### src/rtl/stall_bus_fifo.sv
// First-word-fall-through FIFO for stall-bus traffic. It raises an early upstream stall
// that leaves SKID entries of margin, and it flags writes that are dropped when full.
module stall_bus_fifo #(
    parameter int WIDTH = 8,
    parameter int NUM   = 16,
    parameter int SKID  = 2
) (
    input  logic                     clk,
    input  logic                     rst,
    input  logic                     IN_flush,
    input  logic [WIDTH-1:0]         IN_data,
    input  logic                     IN_valid,
    output logic                     OUT_stall,
    output logic [WIDTH-1:0]         OUT_data,
    output logic                     OUT_valid,
    input  logic                     IN_stall,
    output logic [$clog2(NUM+1)-1:0] OUT_count,
    output logic                     OUT_overflow
);
    localparam int CW = $clog2(NUM + 1);
    localparam int PW = $clog2(NUM);
    localparam logic [CW-1:0] FULL   = CW'(NUM);
    localparam logic [CW-1:0] THRESH = CW'(NUM - SKID);
    localparam logic [PW-1:0] PLAST  = PW'(NUM - 1);

    logic [WIDTH-1:0] mem [NUM];
    logic [PW-1:0]    rd_ptr, wr_ptr;
    logic [CW-1:0]    count;
    logic             overflow;
    logic             push, pop, drop;

    always_comb begin
        OUT_valid    = (count != '0);
        OUT_stall    = (count >= THRESH);
        OUT_data     = mem[rd_ptr];
        OUT_count    = count;
        OUT_overflow = overflow;
        pop          = OUT_valid && !IN_stall;
        // A full FIFO still accepts a write when the head leaves in the same cycle.
        push         = IN_valid && ((count != FULL) || pop);
        drop         = IN_valid && (count == FULL) && !pop;
    end

    always_ff @(posedge clk) begin
        if (!rst && !IN_flush && push)
            mem[wr_ptr] <= IN_data;
    end

    always_ff @(posedge clk) begin
        if (rst || IN_flush) begin
            rd_ptr   <= '0;
            wr_ptr   <= '0;
            count    <= '0;
            overflow <= 1'b0;
        end else begin
            if (push)
                wr_ptr <= (wr_ptr == PLAST) ? '0 : wr_ptr + 1'b1;
            if (pop)
                rd_ptr <= (rd_ptr == PLAST) ? '0 : rd_ptr + 1'b1;
            case ({push, pop})
                2'b10:   count <= count + 1'b1;
                2'b01:   count <= count - 1'b1;
                default: count <= count;
            endcase
            if (drop)
                overflow <= 1'b1;
        end
    end

`ifndef SYNTHESIS
    a_count_max: assert property (@(posedge clk) disable iff (rst) count <= FULL);
    a_valid:     assert property (@(posedge clk) disable iff (rst) OUT_valid == (count != '0));
    a_ptrs:      assert property (@(posedge clk) disable iff (rst)
                     int'(wr_ptr) == (int'(rd_ptr) + int'(count)) % NUM);
`endif
endmodule

### config.mk
export PLATFORM = sky130hd
export DESIGN_NAME = stall_bus_fifo
export DESIGN_NICKNAME = d
export VERILOG_FILES = /design/src/rtl/stall_bus_fifo.sv
export SDC_FILE = /design/constraint.sdc
export NUM_CORES = 1
export LEC_CHECK = 0
export CAP_MARGIN = 0
export CORE_AREA = 3 3 101 103
export DETAILED_ROUTE_END_ITERATION = 6
export DIE_AREA = 0 0 104 106
export DONT_BUFFER_PORTS = 1
export PLACE_DENSITY = 0.86
export SLEW_MARGIN = 20
export SYNTH_ARGS = -nofsm -noshare
export SYNTH_HDL_FRONTEND = slang
export SYNTH_SLANG_ARGS = --single-unit
### constraint.sdc
create_clock -name clk -period 2.5 [get_ports clk]
set_input_delay 0.25 -clock clk [delete_from_list [all_inputs] [get_ports clk]]
set_output_delay 0.25 -clock clk [all_outputs]
set_load 0.01 [all_outputs]
# After elaboration in Yosys (flattened, before gate mapping)
# Memory sizes are Yosys's and may differ from the RTL's. A register that Yosys moved wholly into a read port is not among the register bits.
# Index checks and enable logic that the tools add are counted.
# op_classes
add_sub_neg,4
n_lt_le_gt_ge,1
eq_ne,6
n_mux,7
n_reduce_logical,14
# op_table
operator,count
$mux 4,4
$pmux 5 s2,1
$add 4x1->4 const B,2
$eq 4x4->1 const B,2
$logic_and 1x1->1,6
$add 5x1->5 const B,1
$eq 5x5->1 const B,1
$ge 5x4->1 const B,1
$ne 5x5->1 const B,1
$reduce_bool 5->1,1
$sub 5x1->5 const B,1
$logic_not 1->1,4
$eq 2x1->1 const B,1
$eq 2x2->1 const B,1
$logic_or 1x1->1,2
$mux 1,2
$reduce_bool 2->1,1
# word_totals
register_bits,14
ram_bits,128
input_bits,13
out_inout_bits,16
elab_cells,37
mem_count,1
# mem_list
name,words,word_bits,rd,rd_ports_with_merged_regs,write_ports,line,text
mem,16,8,1,1,1,26,logic [WIDTH-1:0] mem [NUM];

# Logic depth before layout (Yosys ltp)
# logic_depth
ltp_word,7
depth_mapped,9
depth_no_buf,7

# Worst setup path before layout
# No wires, ideal clock.
# synth_timing
kind,register to register
from,reg count[1] (netlist: OUT_count[1])
to,reg count[3] (netlist: OUT_count[3])
setup_ps,91
arrival_time_ps,2281
t_required_ps,2409
slack_ps,128
stages_incl_launch_ff,9
n_path_buf,2
period_less_slack_ps,2372
path_cell_list,dfxtp_1 > buf_6 > or4_4 > buf_6 > o21ai_4 > inv_4 > ha_1 > or3_1 > a311oi_1
# synth_via
elab_chain_cells,6
# synth_lines
item,line,text
from (decl),28,logic [CW-1:0] count;
from (signal assigned),61,2'b10: count <= count + 1'b1;
from (signal assigned),62,2'b01: count <= count - 1'b1;
from (signal assigned),63,default: count <= count;
$reduce_bool 5->1,33,OUT_valid = (count != '0);
$logic_and 1x1->1,38,pop = OUT_valid && !IN_stall;
$logic_or 1x1->1,40,push = IN_valid && ((count != FULL) || pop);
$logic_and 1x1->1,40,
$eq 2x1->1 or $eq 2x2->1 (tied branches),60,"case ({push, pop})"
$pmux 5 s2 or $reduce_bool 2->1 (tied branches),-,
# Parallel ways exist; a longest one is shown, timed or not.
# A chain may end at the register's enable or synchronous reset.

==> metrics.cfg <==
[logic_synthesis]
synthTopCellsByCount=edfxtp_1 (128), mux4_2 (40), nor2_1 (24)
synth_top_cell_by_area=edfxtp_1
synth.most_common_cell=edfxtp_1
synth_flop_cell=edfxtp_1
synth_nets=328
synth_async_sr_flop_share_pct=0
yosys.area.top_type_share_pct=65.4
synth_edf_count=128
synth-warning-count=0
synth_adder_area_share_pct=1.49
synth-seq-cells=146
syn_inst=308
synthMuxAreaShare_pct=16.7
synthSimpleGateAreaFrac_pct=4.81
synth_area_per_cell_um2=19.1
syn-cell-area_um2=5870
synth_compound_area_share_pct=3.28
netlist-cell-type-count=40
yosysSeqAreaShare_pct=71.6
synthTopCellsByArea=edfxtp_1 (65%), mux4_2 (15%), dfxtp_1 (6.1%), nor2_1 (1.5%), ha_1 (1.5%)
synth_xor_area_share_pct=0.447
synth_top_family_by_area=multiplexers

[run_status]
status=finished with violations
violations=negative setup slack

[global_routing]
grt_antenna_before_repair=0
grt_pass1_wl_mm=20.9
grt_overflow_total=0
grt_usage_pct=26.4
grt_pass1_vias=3313
grt_max_degree=33

[cells_and_area]
fillers=531
antennaDiodeCount=0
drive_gt1_share_pct=27.1
area_growth_pct=16.0
fin_nets=358
finalNonFillerCells=480
finish.utilization_pct=73.4

[drt]
via_count=3148
remaining_drc_errors=0
viasPerCell=6.56
routed_wl_mm=13.4
drt_pass1_iterations=5
wl_per_cell_um=27.9
ant_nets=0
first_iter_violations=364

[power_and_ir_drop]
sw_frac_of_total_pct=23.2
power_frac_seq_pct=51.0
power.density_nw_per_um2=768
net-switching-power_mw=1.21
power_leakage_nw=2.16
p_int_mw=4.02
p_total_mw=5.23
clock_power_share_pct=44.0
comb_power_share_pct=5.0
ir_worst_vdd_uv=511

[timing]
fin_crit_ns=2.51
finalSetupViolCount=1
finalClockSkew_ns=0.00888
fmax_mhz=399
slew_viol_final=0
setup_ws_ns=-0.00895
rsz0062_at_grt=true
tightest_slew_ns=1.00
hold_viol=0
timing.final.crit_share_pct=100
maxSlewHeadroom_pct=32.8

[setup_path]
cp.arrival_ns=2.26
worstPathRequired_ns=2.25
r2r_slack_ns=0.14
r2r_start=OUT_count[0]$_SDFFE_PP0P_
rr_worst_depth=7
cp_max_fo=8
critPathKind=register to output pin
crit_path_end_kind=output pin
crit_top_cell=mux4_2
r2r-end=OUT_count[4]$_SDFFE_PP0P_
cp-start-kind=register
worstPathCellList=buf_12, buf_16, mux4_2, mux4_2
critical_path.slowest_cell=mux4_2
cp_slowest_stage_delay_ns=0.54

[cts]
numCtsBuffers=17
cts_buffer_depth=2
cts_tree=yes
path_clk_slew_ns=0.07
cts.htree.levels=4
clock_latency_ns=0.52
cts_sinks=146
cts-root-buf=clkbuf_8

[hold_path]
hold_depth=3
hold_start=rst
worstHoldPathType=input pin to register
hold_end=OUT_count[4]$_SDFFE_PP0P_

[floorplanning]
dieArea_um2=11000
core-area_um2=9280
initial_utilization_pct=63.3
die_height_um=106
die_x_um=104
std_cell_rows=35
ios=29

[placed_design]
portBuffers=0
gp_congestion=0.767
dp_slack_ns=0.223
place_hpwl_mm=7.20
dp.cells=433

[run]
drv_cap=0

critical path: cells and delay by family, from the launching register on:
family | cells | cell delay, ns
multiplexers | 2 | 1.06
flip-flops | 1 | 0.40
buffers and inverters | 2 | 0.27
power groups by stage:
stage	registers, mW	clock network, mW	logic (mW)
6_report	2.67	2.30	0.262
5_1_grt	2.67	2.42	0.281
4_1_cts	2.67	2.30	0.262
3_5_place_dp	2.72	0	0.194
3_3_place_gp	2.72	0	0.187
2_1_floorplan	2.73	0	0.153
per-layer routing:
metal,share of wire [%],global-route usage [%],up-vias
met5,0,0,-
li1,-,-,1317
met3,9.8,6.74,35
met1,37,33.9,1588
met2,51,43.7,208
met4,2.5,10.4,0
repair_timing:
action | 4_1_cts | 5_1_grt
hold buffers | 11 | 0
endpoints found under the hold margin | 131 | 0
buffers inserted | 2 | 0
endpoints found under the setup margin | 8 | 16
gates cloned | 3 | 0
gates resized for setup | 4 | 1
placed cells by master (no fill, tap or decap), types with 2 or more instances in the layout:
cell / netlist / layout
inv_1: 4 / 4
o21a_1: 2 / 2
buf_4: 0 / 9
a21oi_1: 7 / 7
nand2b_1: 2 / 2
nand3_1: 6 / 6
buf_12: 0 / 4
dfxtp_1: 18 / 17
mux2i_1: 7 / 7
nor2_1: 24 / 23
clkinvlp_4: 0 / 2
nor3_1: 8 / 8
clkinv_4: 0 / 3
edfxtp_1: 128 / 128
buf_16: 0 / 2
a31oi_1: 3 / 3
mux4_2: 40 / 40
or3_1: 3 / 3
dlygate4sd3_1: 0 / 11
o211ai_1: 3 / 3
xor2_1: 2 / 2
inv_6: 0 / 7
o21ai_1: 2 / 2
ha_1: 7 / 7
clkbuf_16: 0 / 16
nand2_1: 9 / 9
state kept, by name, summed over array words and instances, names as in the netlist, named ones only:
name and flops:
OUT_count 5, OUT_overflow 1, mem 128, rd_ptr 4
wr_ptr 4
layout make-up:
cell class / instances / area (µm²) / area share, %
Clock inverter: 15 / 123 / 1.80
Multi-Input combinational cell: 142 / 1570 / 23.1
Sequential cell: 146 / 4210 / 61.8
Timing Repair Buffer: 26 / 313 / 4.59
Clock buffer: 17 / 414 / 6.08
Tap cell: 129 / 161 / 2.37
Inverter: 5 / 21.3 / 0.312
worst max-delay path by stage:
stage	startpoint	endpoint	slack, ns	depth (start not counted)
3_3_place_gp	OUT_count[0]$_SDFFE_PP0P_	OUT_count[4]$_SDFFE_PP0P_	0.27	7
4_1_cts	register	OUT_data[5]	-0.01	4
2_1_floorplan	OUT_count[1]$_SDFFE_PP0P_	OUT_count[3]$_SDFFE_PP0P_	0.13	8
3_5_place_dp	OUT_count[0]$_SDFFE_PP0P_	OUT_count[3]$_SDFFE_PP0P_	0.22	6
5_1_grt	register	OUT_data[2]	-0.05	4
6_report	register	OUT_data[2]	-0.009	4
logic make-up after synthesis:
family | count (synthesis)
and+or+nand+nor | 58
adders and majority gates | 7
DFF | 146
xor gates and xnor gates | 3
muxes | 48
buffers and inverters | 20
AOI/OAI and AO/OA | 26
stage by stage:
step / hold WS [ns] / instance area, µm² / TNS (ns)
6_report: 0.0303 / 6810 / -0.00895
5_1_grt: 0.0293 / 6810 / -0.195
4_1_cts: 0.00630 / 6840 / -0.0527
3_5_place_dp: 0.350 / 6070 / 0
3_3_place_gp: 0.350 / 6070 / 0
2_1_floorplan: 0.349 / 5870 / 0
(Power assumes the default switching activity.)
